### src/rtl/hex_extrema_tracker.sv
// rtl/hex_extrema_tracker.sv - frame-based running max/min tracker driving an external cascaded comparator
//
// Purpose:
//   Accepts a stream of unsigned W-bit samples grouped into frames and tracks
//   the running maximum and minimum with their 0-based positions. The actual
//   magnitude compare is done by an external combinational comparator
//   (hex_comparator). The comparator is shared between two passes per sample:
//   first the sample against the stored max, then against the stored min.
//   When the frame's last sample has been processed, the results are held on
//   the output until downstream takes them.
//
// Ports:
//   clk, rst            - clock (rising edge), asynchronous active-high reset
//   in_valid/in_ready   - sample handshake; in_data is the sample, in_last
//                         marks the final sample of a frame
//   cmp_a, cmp_b        - comparator operands (zero when comparator idle)
//   cmp_e, cmp_l, cmp_g - comparator cascade inputs, tied to "equal so far"
//   cmp_E, cmp_L, cmp_G - comparator results a==b, a<b, a>b
//   out_valid/out_ready - frame result handshake
//   max_val, min_val    - frame extrema
//   max_idx, min_idx    - frame positions of the extrema
//   count               - samples seen in the frame (saturating)
//   cmp_err             - sticky: comparator returned a non-one-hot result

module hex_extrema_tracker #(
  parameter int W     = 16,
  parameter int CNT_W = 8
) (
  input  logic             clk,
  input  logic             rst,
  input  logic             in_valid,
  output logic             in_ready,
  input  logic [W-1:0]     in_data,
  input  logic             in_last,
  output logic [W-1:0]     cmp_a,
  output logic [W-1:0]     cmp_b,
  output logic             cmp_e,
  output logic             cmp_l,
  output logic             cmp_g,
  input  logic             cmp_E,
  input  logic             cmp_L,
  input  logic             cmp_G,
  output logic             out_valid,
  input  logic             out_ready,
  output logic [W-1:0]     max_val,
  output logic [W-1:0]     min_val,
  output logic [CNT_W-1:0] max_idx,
  output logic [CNT_W-1:0] min_idx,
  output logic [CNT_W-1:0] count,
  output logic             cmp_err
);

  typedef enum logic [1:0] {
    IDLE    = 2'd0,
    CMP_MAX = 2'd1,
    CMP_MIN = 2'd2,
    DONE    = 2'd3
  } state_t;

  state_t           r_state;
  state_t           w_next_state;

  logic [W-1:0]     r_max_val;
  logic [W-1:0]     r_min_val;
  logic [CNT_W-1:0] r_max_idx;
  logic [CNT_W-1:0] r_min_idx;
  logic [CNT_W-1:0] r_count;
  logic [W-1:0]     r_s;
  logic             r_l;
  logic [CNT_W-1:0] r_s_idx;
  logic             r_err;
  logic             r_out_valid;

  logic             w_in_ready;
  logic [W-1:0]     w_cmp_a;
  logic [W-1:0]     w_cmp_b;
  logic             w_accept;
  logic             w_first;
  logic             w_cmp_legal;
  logic [CNT_W-1:0] w_count_inc;

  assign w_accept = in_valid && w_in_ready;
  assign w_first  = (r_count == '0);

  // A well-formed comparator result has exactly one of E/L/G asserted.
  assign w_cmp_legal = ({cmp_E, cmp_L, cmp_G} == 3'b100) ||
                       ({cmp_E, cmp_L, cmp_G} == 3'b010) ||
                       ({cmp_E, cmp_L, cmp_G} == 3'b001);

  // Count saturates at all-ones; later samples keep reporting that index.
  assign w_count_inc = (r_count == {CNT_W{1'b1}}) ? r_count : r_count + CNT_W'(1);

  always_ff @(posedge clk or posedge rst) begin
    if (rst) begin
      r_state <= IDLE;
    end else begin
      r_state <= w_next_state;
    end
  end

  always_comb begin
    w_next_state = r_state;
    w_in_ready   = 1'b0;
    w_cmp_a      = '0;
    w_cmp_b      = '0;
    case (r_state)
      IDLE: begin
        w_in_ready = 1'b1;
        if (in_valid) begin
          if (w_first) begin
            w_next_state = in_last ? DONE : IDLE;
          end else begin
            w_next_state = CMP_MAX;
          end
        end
      end
      CMP_MAX: begin
        w_cmp_a      = r_s;
        w_cmp_b      = r_max_val;
        w_next_state = CMP_MIN;
      end
      CMP_MIN: begin
        w_cmp_a      = r_s;
        w_cmp_b      = r_min_val;
        w_next_state = r_l ? DONE : IDLE;
      end
      DONE: begin
        if (out_ready) begin
          w_next_state = IDLE;
        end
      end
      default: begin
        w_next_state = IDLE;
      end
    endcase
  end

  always_ff @(posedge clk or posedge rst) begin
    if (rst) begin
      r_max_val   <= '0;
      r_min_val   <= '0;
      r_max_idx   <= '0;
      r_min_idx   <= '0;
      r_count     <= '0;
      r_s         <= '0;
      r_l         <= 1'b0;
      r_s_idx     <= '0;
      r_err       <= 1'b0;
      r_out_valid <= 1'b0;
    end else begin
      // Result valid is simply "we will be in DONE next cycle".
      r_out_valid <= (w_next_state == DONE);
      case (r_state)
        IDLE: begin
          if (w_accept) begin
            if (w_first) begin
              // First sample seeds both extrema; no compare needed.
              r_max_val <= in_data;
              r_min_val <= in_data;
              r_max_idx <= '0;
              r_min_idx <= '0;
              r_count   <= CNT_W'(1);
            end else begin
              r_s     <= in_data;
              r_l     <= in_last;
              r_s_idx <= r_count;
              r_count <= w_count_inc;
            end
          end
        end
        CMP_MAX: begin
          if (!w_cmp_legal) begin
            r_err <= 1'b1;
          end else if (cmp_G) begin
            r_max_val <= r_s;
            r_max_idx <= r_s_idx;
          end
        end
        CMP_MIN: begin
          if (!w_cmp_legal) begin
            r_err <= 1'b1;
          end else if (cmp_L) begin
            r_min_val <= r_s;
            r_min_idx <= r_s_idx;
          end
        end
        DONE: begin
          // Extrema are left in place; the next first sample overwrites them.
          if (out_ready) begin
            r_count <= '0;
          end
        end
        default: begin
        end
      endcase
    end
  end

  assign in_ready  = w_in_ready;
  assign cmp_a     = w_cmp_a;
  assign cmp_b     = w_cmp_b;
  assign cmp_e     = 1'b1;
  assign cmp_l     = 1'b0;
  assign cmp_g     = 1'b0;
  assign out_valid = r_out_valid;
  assign max_val   = r_max_val;
  assign min_val   = r_min_val;
  assign max_idx   = r_max_idx;
  assign min_idx   = r_min_idx;
  assign count     = r_count;
  assign cmp_err   = r_err;

endmodule

### config.mk
export PLATFORM = sky130hd
export DESIGN_NAME = hex_extrema_tracker
export DESIGN_NICKNAME = d
export VERILOG_FILES = /design/src/rtl/hex_extrema_tracker.sv
export SDC_FILE = /design/constraint.sdc
export NUM_CORES = 1
export LEC_CHECK = 0
export CAP_MARGIN = 5
export CORE_UTILIZATION = 44
export CTS_CLUSTER_SIZE = 25
export DETAILED_ROUTE_END_ITERATION = 7
export PLACE_DENSITY = 0.77
export SLEW_MARGIN = 40
export SYNTH_ARGS = -nofsm -noshare
export SYNTH_HDL_FRONTEND = slang
export SYNTH_SLANG_ARGS = --single-unit
export TNS_END_PERCENT = 100
### constraint.sdc
create_clock -name clk -period 2.44 [get_ports clk]
set_clock_uncertainty 0.05 [all_clocks]
set_input_delay 0.366 -clock clk [delete_from_list [all_inputs] [get_ports clk]]
set_output_delay 0.366 -clock clk [all_outputs]
set_load 0.05 [all_outputs]
==> results of run 1 <==
## worst paths after layout
kind                            start    endpoint  slack (ns)  cells past startpoint
max                        r_state[1]    cmp_b[2]        0.12                      6
min                               rst  min_idx[1]        0.36                      2
max reg2reg                r_state[1]    count[2]        0.22                      6
min reg2reg                max_idx[0]  max_idx[0]        0.47                      2
max in group asynchronous         rst  r_state[0]        1.43                      3
min in group clk           max_idx[0]  max_idx[0]        0.47                      2
## layout make-up
cell class	instances	area [um2]	area share [%]
Sequential cell	85	2130	34.2
Multi-Input combinational cell	289	2070	33.2
Timing Repair Buffer	131	1640	26.4
Tap cell	129	161	2.59
Clock buffer	11	131	2.11
Clock inverter	5	61.3	0.985
Inverter	8	33.8	0.542
## through the flow
stage          util [%]  hold slack [ns]  cell area (um2)  cells  worst slack, ns
2_1_floorplan         -            0.453             4370    414          0.00681
3_5_place_dp       63.9            0.459             6020    642            0.118
4_1_cts            65.9            0.362             6210    658          0.00517
3_3_place_gp       63.9            0.437             6020    642            0.189
5_1_grt            66.1            0.408             6230    658           0.0259
6_report           66.1            0.359             6230    658            0.117
## cells in the mapped netlist, types with 3 or more instances
master                     instances  area share (%)
sky130_fd_sc_hd__a211o_1           3            0.60
sky130_fd_sc_hd__a221o_1           3            0.69
sky130_fd_sc_hd__a22o_1            5             1.0
sky130_fd_sc_hd__a22oi_1          16             2.8
sky130_fd_sc_hd__and2_1           17             2.4
sky130_fd_sc_hd__buf_2             3            0.35
sky130_fd_sc_hd__buf_4             3            0.52
sky130_fd_sc_hd__buf_6             5             1.3
sky130_fd_sc_hd__clkbuf_1         20             1.7
sky130_fd_sc_hd__dfrtp_1          85              49
sky130_fd_sc_hd__ha_1              6             1.7
sky130_fd_sc_hd__inv_1             8            0.69
sky130_fd_sc_hd__mux2_2           25             6.5
sky130_fd_sc_hd__mux2i_1          33             7.6
sky130_fd_sc_hd__nand2_1          20             1.7
sky130_fd_sc_hd__nand3_1           4            0.46
sky130_fd_sc_hd__nor2_1            3            0.26
sky130_fd_sc_hd__nor2b_1          19             2.7
sky130_fd_sc_hd__nor3b_1           3            0.52
sky130_fd_sc_hd__o21ai_0          57             6.6
sky130_fd_sc_hd__o21ai_1          43             4.9
## state kept, by name (all words and copies together), names as in the netlist
name,flops
r_s_idx,8
out_valid,1
cmp_err,1
r_state,2
min_idx,8
r_s,16
max_val,16
count,8
min_val,16
max_idx,8
r_l,1
## metal layers
metal | global-route usage, % | share of wire [%] | wire length, um | up-vias
met2 | 39.0 | 51 | 5840 | 129
li1 | - | - | - | 1702
met4 | 9.03 | 1.9 | 223 | 0
met5 | 0 | 0 | 0 | -
met1 | 30.1 | 42 | 4810 | 1820
met3 | 4.55 | 5.1 | 585 | 16
## worst reg2reg max path, cell delays in order, from the launching register on
cell                      delay (ns)
sky130_fd_sc_hd__dfrtp_1        0.42
sky130_fd_sc_hd__inv_1          0.13
sky130_fd_sc_hd__ha_1           0.30
sky130_fd_sc_hd__inv_1          0.14
sky130_fd_sc_hd__a211o_1        0.40
sky130_fd_sc_hd__or2_1          0.31
sky130_fd_sc_hd__a221o_1        0.36
## cells by family (layout without fill, tap and decap cells)
| group | after synthesis | in the layout | synth area share (%) |
|---|---|---|---|
| compound gates | 139 | 139 | 18.9 |
| fa+ha+maj | 6 | 6 | 1.73 |
| mux | 58 | 58 | 14.1 |
| simple gates | 82 | 82 | 11.3 |
| buf+inv | 40 | 155 | 4.66 |
| xor+xnor | 1 | 1 | 0.201 |
| other cells | 2 | 3 | 0.173 |
| flops | 85 | 85 | 48.9 |
## what timing repair did
action,CTS,global route
resized for setup,0,4
hold endpoints to repair,0,0
setup endpoints to repair,0,14
hold buffers,0,0
==> impl_metrics.sql, run 1 <==
INSERT INTO impl_metrics (metric_group, metric, value, unit) VALUES
('timing', 'worst-slew-pin-transition', '0.602', 'ns'),
('cts', 'latest_clock_arrival_within_the_worst_skew_pair', '0.36', 'ns'),
('cts', 'cts.clk_slew.worst_paths', '0.09', 'ns'),
('cts', 'clk_path_buf_depth', '2', ''),
('global_routing', 'track_usage', '23.3', '%'),
('detailed_routing', 'drt-pass1-iter-count', '4', ''),
('worst_setup_path', 'path_class', 'reg2out', ''),
('cts', 'tritoncts', 'built', ''),
('final_layout', 'antennaDiodeCount', '0', ''),
('detailed_routing', 'vias', '3667', ''),
('global_routing', 'first_pass_grt_wire_length', '18300', 'um'),
('flow_run', 'max-cap-violations', '0', ''),
('floorplan', 'core_area', '0.00942', 'mm2'),
('yosys', 'asyncSetResetFlopFracSynth', '100', '%'),
('worst_setup_path', 'crit_chain', 'inv_1 > ha_4 > buf_12 > a22oi_1 > nor2b_1 > buf_12', ''),
('timing', 'final-max-slew-violation-count', '0', ''),
('floorplan', 'floorplan.rows', '35', ''),
('yosys', 'synth-edff-count', '0', ''),
('floorplan', 'die_w', '101', 'um'),
('final_layout', 'nFillCells', '733', ''),
('detailed_routing', 'wirelength', '11500', 'um'),
('cts', 'cts_setup_buffers', '0', ''),
('worst_setup_path', 'critical_path.max_stage_delay', '0.42', 'ns'),
('timing', 'timing.setup.tns', '0', 'ns'),
('worst_setup_path', 'critPathBufInv', '3', ''),
('timing', 'final-hold-violation-count', '0', ''),
('yosys', 'synthDistinctLibCells', '44', ''),
('detailed_routing', 'routed_via_density', '5.57', ''),
('worst_setup_path', 'cp.required', '2.02', 'ns'),
('detailed_routing', 'postRouteAntennaNets', '0', ''),
('global_routing', 'via_count_of_the_first_global_routing_pass', '3632', ''),
('cts', 'ctsHtreeMaxLevel', '3', ''),
('worst_setup_path', 'cpLargestDelayFamily', 'buffers and inverters', ''),
('timing', 'finalSetupViolCount', '0', ''),
('worst_setup_path', 'crit_path_max_fanout', '26', ''),
('place', 'globalplace.congestion', '0.886', ''),
('final_layout', 'most_frequent_standard_cell_in_the_layout_excluding_fill_and_tap_cells', 'sky130_fd_sc_hd__dfrtp_1', ''),
('floorplan', 'fp.dieArea', '0.0103', 'mm2'),
('cts', 'cts.sinks', '85', ''),
('timing', 'max_clock_freq', '431', 'MHz'),
('detailed_routing', 'drtIter0Drc', '198', ''),
('place', 'hpwl', '8110', 'um'),
('floorplan', 'io-pin-count', '118', ''),
('final_layout', 'final_net_count', '554', ''),
('timing', 'finalCritPeriodShare', '95.2', '%'),
('cts', 'clk_root_buffer_cell', 'sky130_fd_sc_hd__clkbuf_8', ''),
('yosys', 'ys_dominant_reg_cell', 'sky130_fd_sc_hd__dfrtp_1', ''),
('floorplan', 'initial_core_util', '46.2', '%'),
('yosys', 'synthesis.yosys.warnings', '0', ''),
('worst_setup_path', 'critical_path_most_common_cell', 'sky130_fd_sc_hd__buf_12', ''),
('final_layout', 'drive_above_1_share', '20.6', '%'),
('timing', 'rsz0062_at_grt', 'no', ''),
('global_routing', 'largest_net_degree_at_the_start_of_global_routing', '34', ''),
('worst_setup_path', 'worst-endpoint-arrival', '1.91', 'ns'),
('worst_setup_path', 'crit_path_start_kind', 'flop', ''),
('yosys', 'synth.avg_cell_area', '10.5', 'um2'),
('final_layout', 'area_delta_synth_final', '43.2', '%'),
('cts', 'cts_buffers', '9', ''),
('worst_setup_path', 'crit_path_top_delay_cell', 'sky130_fd_sc_hd__dfrtp_1', ''),
('detailed_routing', 'route.detailed.drc', '0', ''),
('global_routing', 'grt_antenna_before_repair', '0', ''),
('worst_setup_path', 'critical_path.endpoint_type', 'output pin', ''),
('yosys', 'synth.ff_latch_count', '85', ''),
('yosys', 'syn_area', '0.00435', 'mm2'),
('detailed_routing', 'post_drt_wl_per_cell', '17.4', 'um'),
('floorplan', 'die_height', '101', 'um'),
('status', 'outcome', 'finished clean', ''),
('timing', 'clock_period_minus_worst_slack', '2.32', 'ns'),
('yosys', 'synth-seq-area-share', '48.9', '%'),
('yosys', 'netlist_instances', '413', ''),
('min_path', 'worst_hold_check_path_type', 'in2async', ''),
('final_layout', 'most_frequent_cells_in_the_layout', 'sky130_fd_sc_hd__dfrtp_1, sky130_fd_sc_hd__clkdlybuf4s50_1, sky130_fd_sc_hd__o21ai_0, sky130_fd_sc_hd__o21ai_1, sky130_fd_sc_hd__buf_12', ''),
('timing', 'relSlewSlack', '59.1', '%'),
('place', 'placement.io_buffers', '114', ''),
('global_routing', 'global_route.overflow_total', '0', '');
Power of run 1 is left out: the tool's default activity adds up to more than one toggle a clock period on the data nets, which glitch-free logic cannot reach.
==> run 2: changes to the inputs <==
--- a/config.mk
+++ b/config.mk
@@ -9,7 +9,7 @@
 export CORE_UTILIZATION = 44
 export CTS_CLUSTER_SIZE = 25
 export DETAILED_ROUTE_END_ITERATION = 7
-export PLACE_DENSITY = 0.77
+export PLACE_DENSITY = 0.87
 export SLEW_MARGIN = 40
 export SYNTH_ARGS = -nofsm -noshare
 export SYNTH_HDL_FRONTEND = slang
==> run 2 against run 1 <==
  * Sequential share of layout area rose by 0.12 points
  * Non-clock buffer count shrank 2
  * Hold slack better by 0.068 ns
  * Die area unchanged
  * Utilization decreased by 0.19 points
  * Cell count decreased by 0.46%
  * Global-route usage increased by 0.77 points
  * First-iteration DRC count grew 20%
  * Clock-buffer cell count unchanged
  * Flip-flop and latch count unchanged
  * Critical endpoint is now cmp_b[12]
==> impl_metrics.sql, run 2 (synthesis gave the netlist of run 1 again) <==
INSERT INTO impl_metrics (metric_group, metric, value, unit) VALUES
('final_layout', 'nFillCells', '697', ''),
('cts', 'cts_buffers', '9', ''),
('floorplan', 'floorplan.rows', '35', ''),
('min_path', 'worst_hold_check_path_type', 'in2async', ''),
('worst_setup_path', 'worst-endpoint-arrival', '1.95', 'ns'),
('place', 'hpwl', '8320', 'um'),
('timing', 'rsz0062_at_grt', 'no', ''),
('worst_setup_path', 'crit_path_start_kind', 'flop', ''),
('detailed_routing', 'wirelength', '11900', 'um'),
('cts', 'tritoncts', 'built', ''),
('detailed_routing', 'postRouteAntennaNets', '0', ''),
('floorplan', 'initial_core_util', '46.2', '%'),
('floorplan', 'die_height', '101', 'um'),
('cts', 'cts.sinks', '85', ''),
('worst_setup_path', 'cp.required', '2.02', 'ns'),
('final_layout', 'most_frequent_standard_cell_in_the_layout_excluding_fill_and_tap_cells', 'sky130_fd_sc_hd__dfrtp_1', ''),
('timing', 'final-hold-violation-count', '0', ''),
('cts', 'cts.clk_slew.worst_paths', '0.09', 'ns'),
('detailed_routing', 'drtIter0Drc', '237', ''),
('worst_setup_path', 'path_class', 'reg2out', ''),
('detailed_routing', 'route.detailed.drc', '0', ''),
('floorplan', 'io-pin-count', '118', ''),
('final_layout', 'final_net_count', '552', ''),
('timing', 'finalSetupViolCount', '0', ''),
('timing', 'clock_period_minus_worst_slack', '2.37', 'ns'),
('detailed_routing', 'routed_via_density', '5.72', ''),
('cts', 'clk_path_buf_depth', '2', ''),
('final_layout', 'area_delta_synth_final', '42.8', '%'),
('worst_setup_path', 'critical_path.endpoint_type', 'output pin', ''),
('detailed_routing', 'vias', '3746', ''),
('global_routing', 'global_route.overflow_total', '0', ''),
('global_routing', 'first_pass_grt_wire_length', '18800', 'um'),
('global_routing', 'grt_antenna_before_repair', '0', ''),
('floorplan', 'core_area', '0.00942', 'mm2'),
('timing', 'max_clock_freq', '422', 'MHz'),
('place', 'globalplace.congestion', '0.904', ''),
('status', 'outcome', 'finished clean', ''),
('place', 'placement.io_buffers', '114', ''),
('cts', 'cts_setup_buffers', '0', ''),
('cts', 'clk_root_buffer_cell', 'sky130_fd_sc_hd__clkbuf_8', ''),
('timing', 'finalCritPeriodShare', '97.0', '%'),
('cts', 'cts.hold.buffers_added', '0', ''),
('floorplan', 'die_w', '101', 'um'),
('detailed_routing', 'post_drt_wl_per_cell', '18.2', 'um'),
('worst_setup_path', 'crit_path_max_fanout', '20', ''),
('cts', 'ctsHtreeMaxLevel', '3', ''),
('global_routing', 'track_usage', '24.1', '%'),
('timing', 'worst-slew-pin-transition', '0.561', 'ns'),
('final_layout', 'antennaDiodeCount', '0', ''),
('detailed_routing', 'drt-pass1-iter-count', '5', ''),
('cts', 'latest_clock_arrival_within_the_worst_skew_pair', '0.36', 'ns'),
('final_layout', 'most_frequent_cells_in_the_layout', 'sky130_fd_sc_hd__dfrtp_1, sky130_fd_sc_hd__clkdlybuf4s50_1, sky130_fd_sc_hd__o21ai_0, sky130_fd_sc_hd__o21ai_1, sky130_fd_sc_hd__buf_12', ''),
('flow_run', 'max-cap-violations', '0', ''),
('global_routing', 'largest_net_degree_at_the_start_of_global_routing', '86', ''),
('floorplan', 'fp.dieArea', '0.0103', 'mm2'),
('timing', 'timing.setup.tns', '0', 'ns'),
('global_routing', 'via_count_of_the_first_global_routing_pass', '3608', ''),
('timing', 'relSlewSlack', '62.5', '%'),
('timing', 'final-max-slew-violation-count', '0', ''),
('final_layout', 'drive_above_1_share', '21.3', '%');
==> run 2: cell types whose count changed in the layout (fill, tap and decap cells not counted) <==
cell,before,now
sky130_fd_sc_hd__a21oi_2,0,1
sky130_fd_sc_hd__a21oi_4,1,0
sky130_fd_sc_hd__buf_6,2,0
sky130_fd_sc_hd__clkinv_2,0,1
sky130_fd_sc_hd__clkinv_4,1,0
sky130_fd_sc_hd__clkinvlp_4,4,3
sky130_fd_sc_hd__dfrtp_1,84,83
sky130_fd_sc_hd__dfrtp_2,1,2
sky130_fd_sc_hd__ha_1,4,3
sky130_fd_sc_hd__ha_4,1,2
sky130_fd_sc_hd__nor2b_1,15,11
sky130_fd_sc_hd__nor2b_2,4,8
==> run 2: stage by stage <==
stage                     hold WS [ns]  instances  util (%)  instance area (um2)  setup WS, ns
after floorplan                  0.453        414         -                 4370       0.00681
after global placement           0.401        640      63.7                 5990         0.278
after detailed placement         0.417        640      63.7                 5990         0.176
after CTS                        0.443        655      65.8                 6200        0.0105
after global routing             0.464        655      66.0                 6210       0.00414
final                            0.427        655      66.0                 6210        0.0726
==> run 2: area by class of cell <==
type	instances	area, um2	share of cell area [%]
Clock buffer	11	131	2.12
Timing Repair Buffer	129	1620	26.1
Sequential cell	85	2130	34.3
Inverter	8	33.8	0.544
Tap cell	129	161	2.60
Clock inverter	4	50.0	0.806
Multi-Input combinational cell	289	2080	33.5
==> run 2: final timing paths <==
kind                       startpoint           to  slack [ns]  cells past startpoint
setup / recovery           r_state[1]    cmp_b[12]        0.07                      6
hold / removal                    rst  min_val[13]        0.43                      3
setup reg to reg           r_state[1]     count[2]        0.23                      7
hold reg to reg               cmp_err      cmp_err        0.43                      1
max in group asynchronous         rst   r_state[0]        1.55                      3
min in group clk              cmp_err      cmp_err        0.43                      1
==> run 2: repair_timing <==
| item | 4_1_cts | 5_1_grt |
|---|---|---|
| endpoints found under the setup margin | 16 | 14 |
| pin swaps | 0 | 1 |
| resized for setup | 3 | 6 |
| gates cloned | 0 | 0 |
==> run 2: critical path, cell delays in order, from the launching register on <==
cell,delay (ns)
sky130_fd_sc_hd__dfrtp_2,0.46
sky130_fd_sc_hd__inv_1,0.13
sky130_fd_sc_hd__ha_4,0.27
sky130_fd_sc_hd__buf_12,0.20
sky130_fd_sc_hd__a22oi_1,0.10
sky130_fd_sc_hd__nor2b_1,0.24
sky130_fd_sc_hd__buf_12,0.17
==> run 2: layer usage <==
layer  GRT usage [%]  vias up  routed length (um)  share of wire [%]
li1                -     1701                   -                  -
met1            30.7     1888                5020                 42
met2            40.8      142                6090                 51
met3            3.93       15                 541                4.5
met4            10.5        0                 242                2.0
met5               0        -                   0                  0
Power of run 2 is left out for the same reason.
==> run 3: changes to the inputs <==
--- a/config.mk
+++ b/config.mk
@@ -9,6 +9,7 @@
 export CORE_UTILIZATION = 44
 export CTS_CLUSTER_SIZE = 25
 export DETAILED_ROUTE_END_ITERATION = 7
+export GPL_TIMING_DRIVEN = 1
 export PLACE_DENSITY = 0.87
 export SLEW_MARGIN = 40
 export SYNTH_ARGS = -nofsm -noshare
==> results of run 3 <==
The final DEF is identical to that of run 2; final timing and power are the same.
Power of run 3 is left out for the same reason.
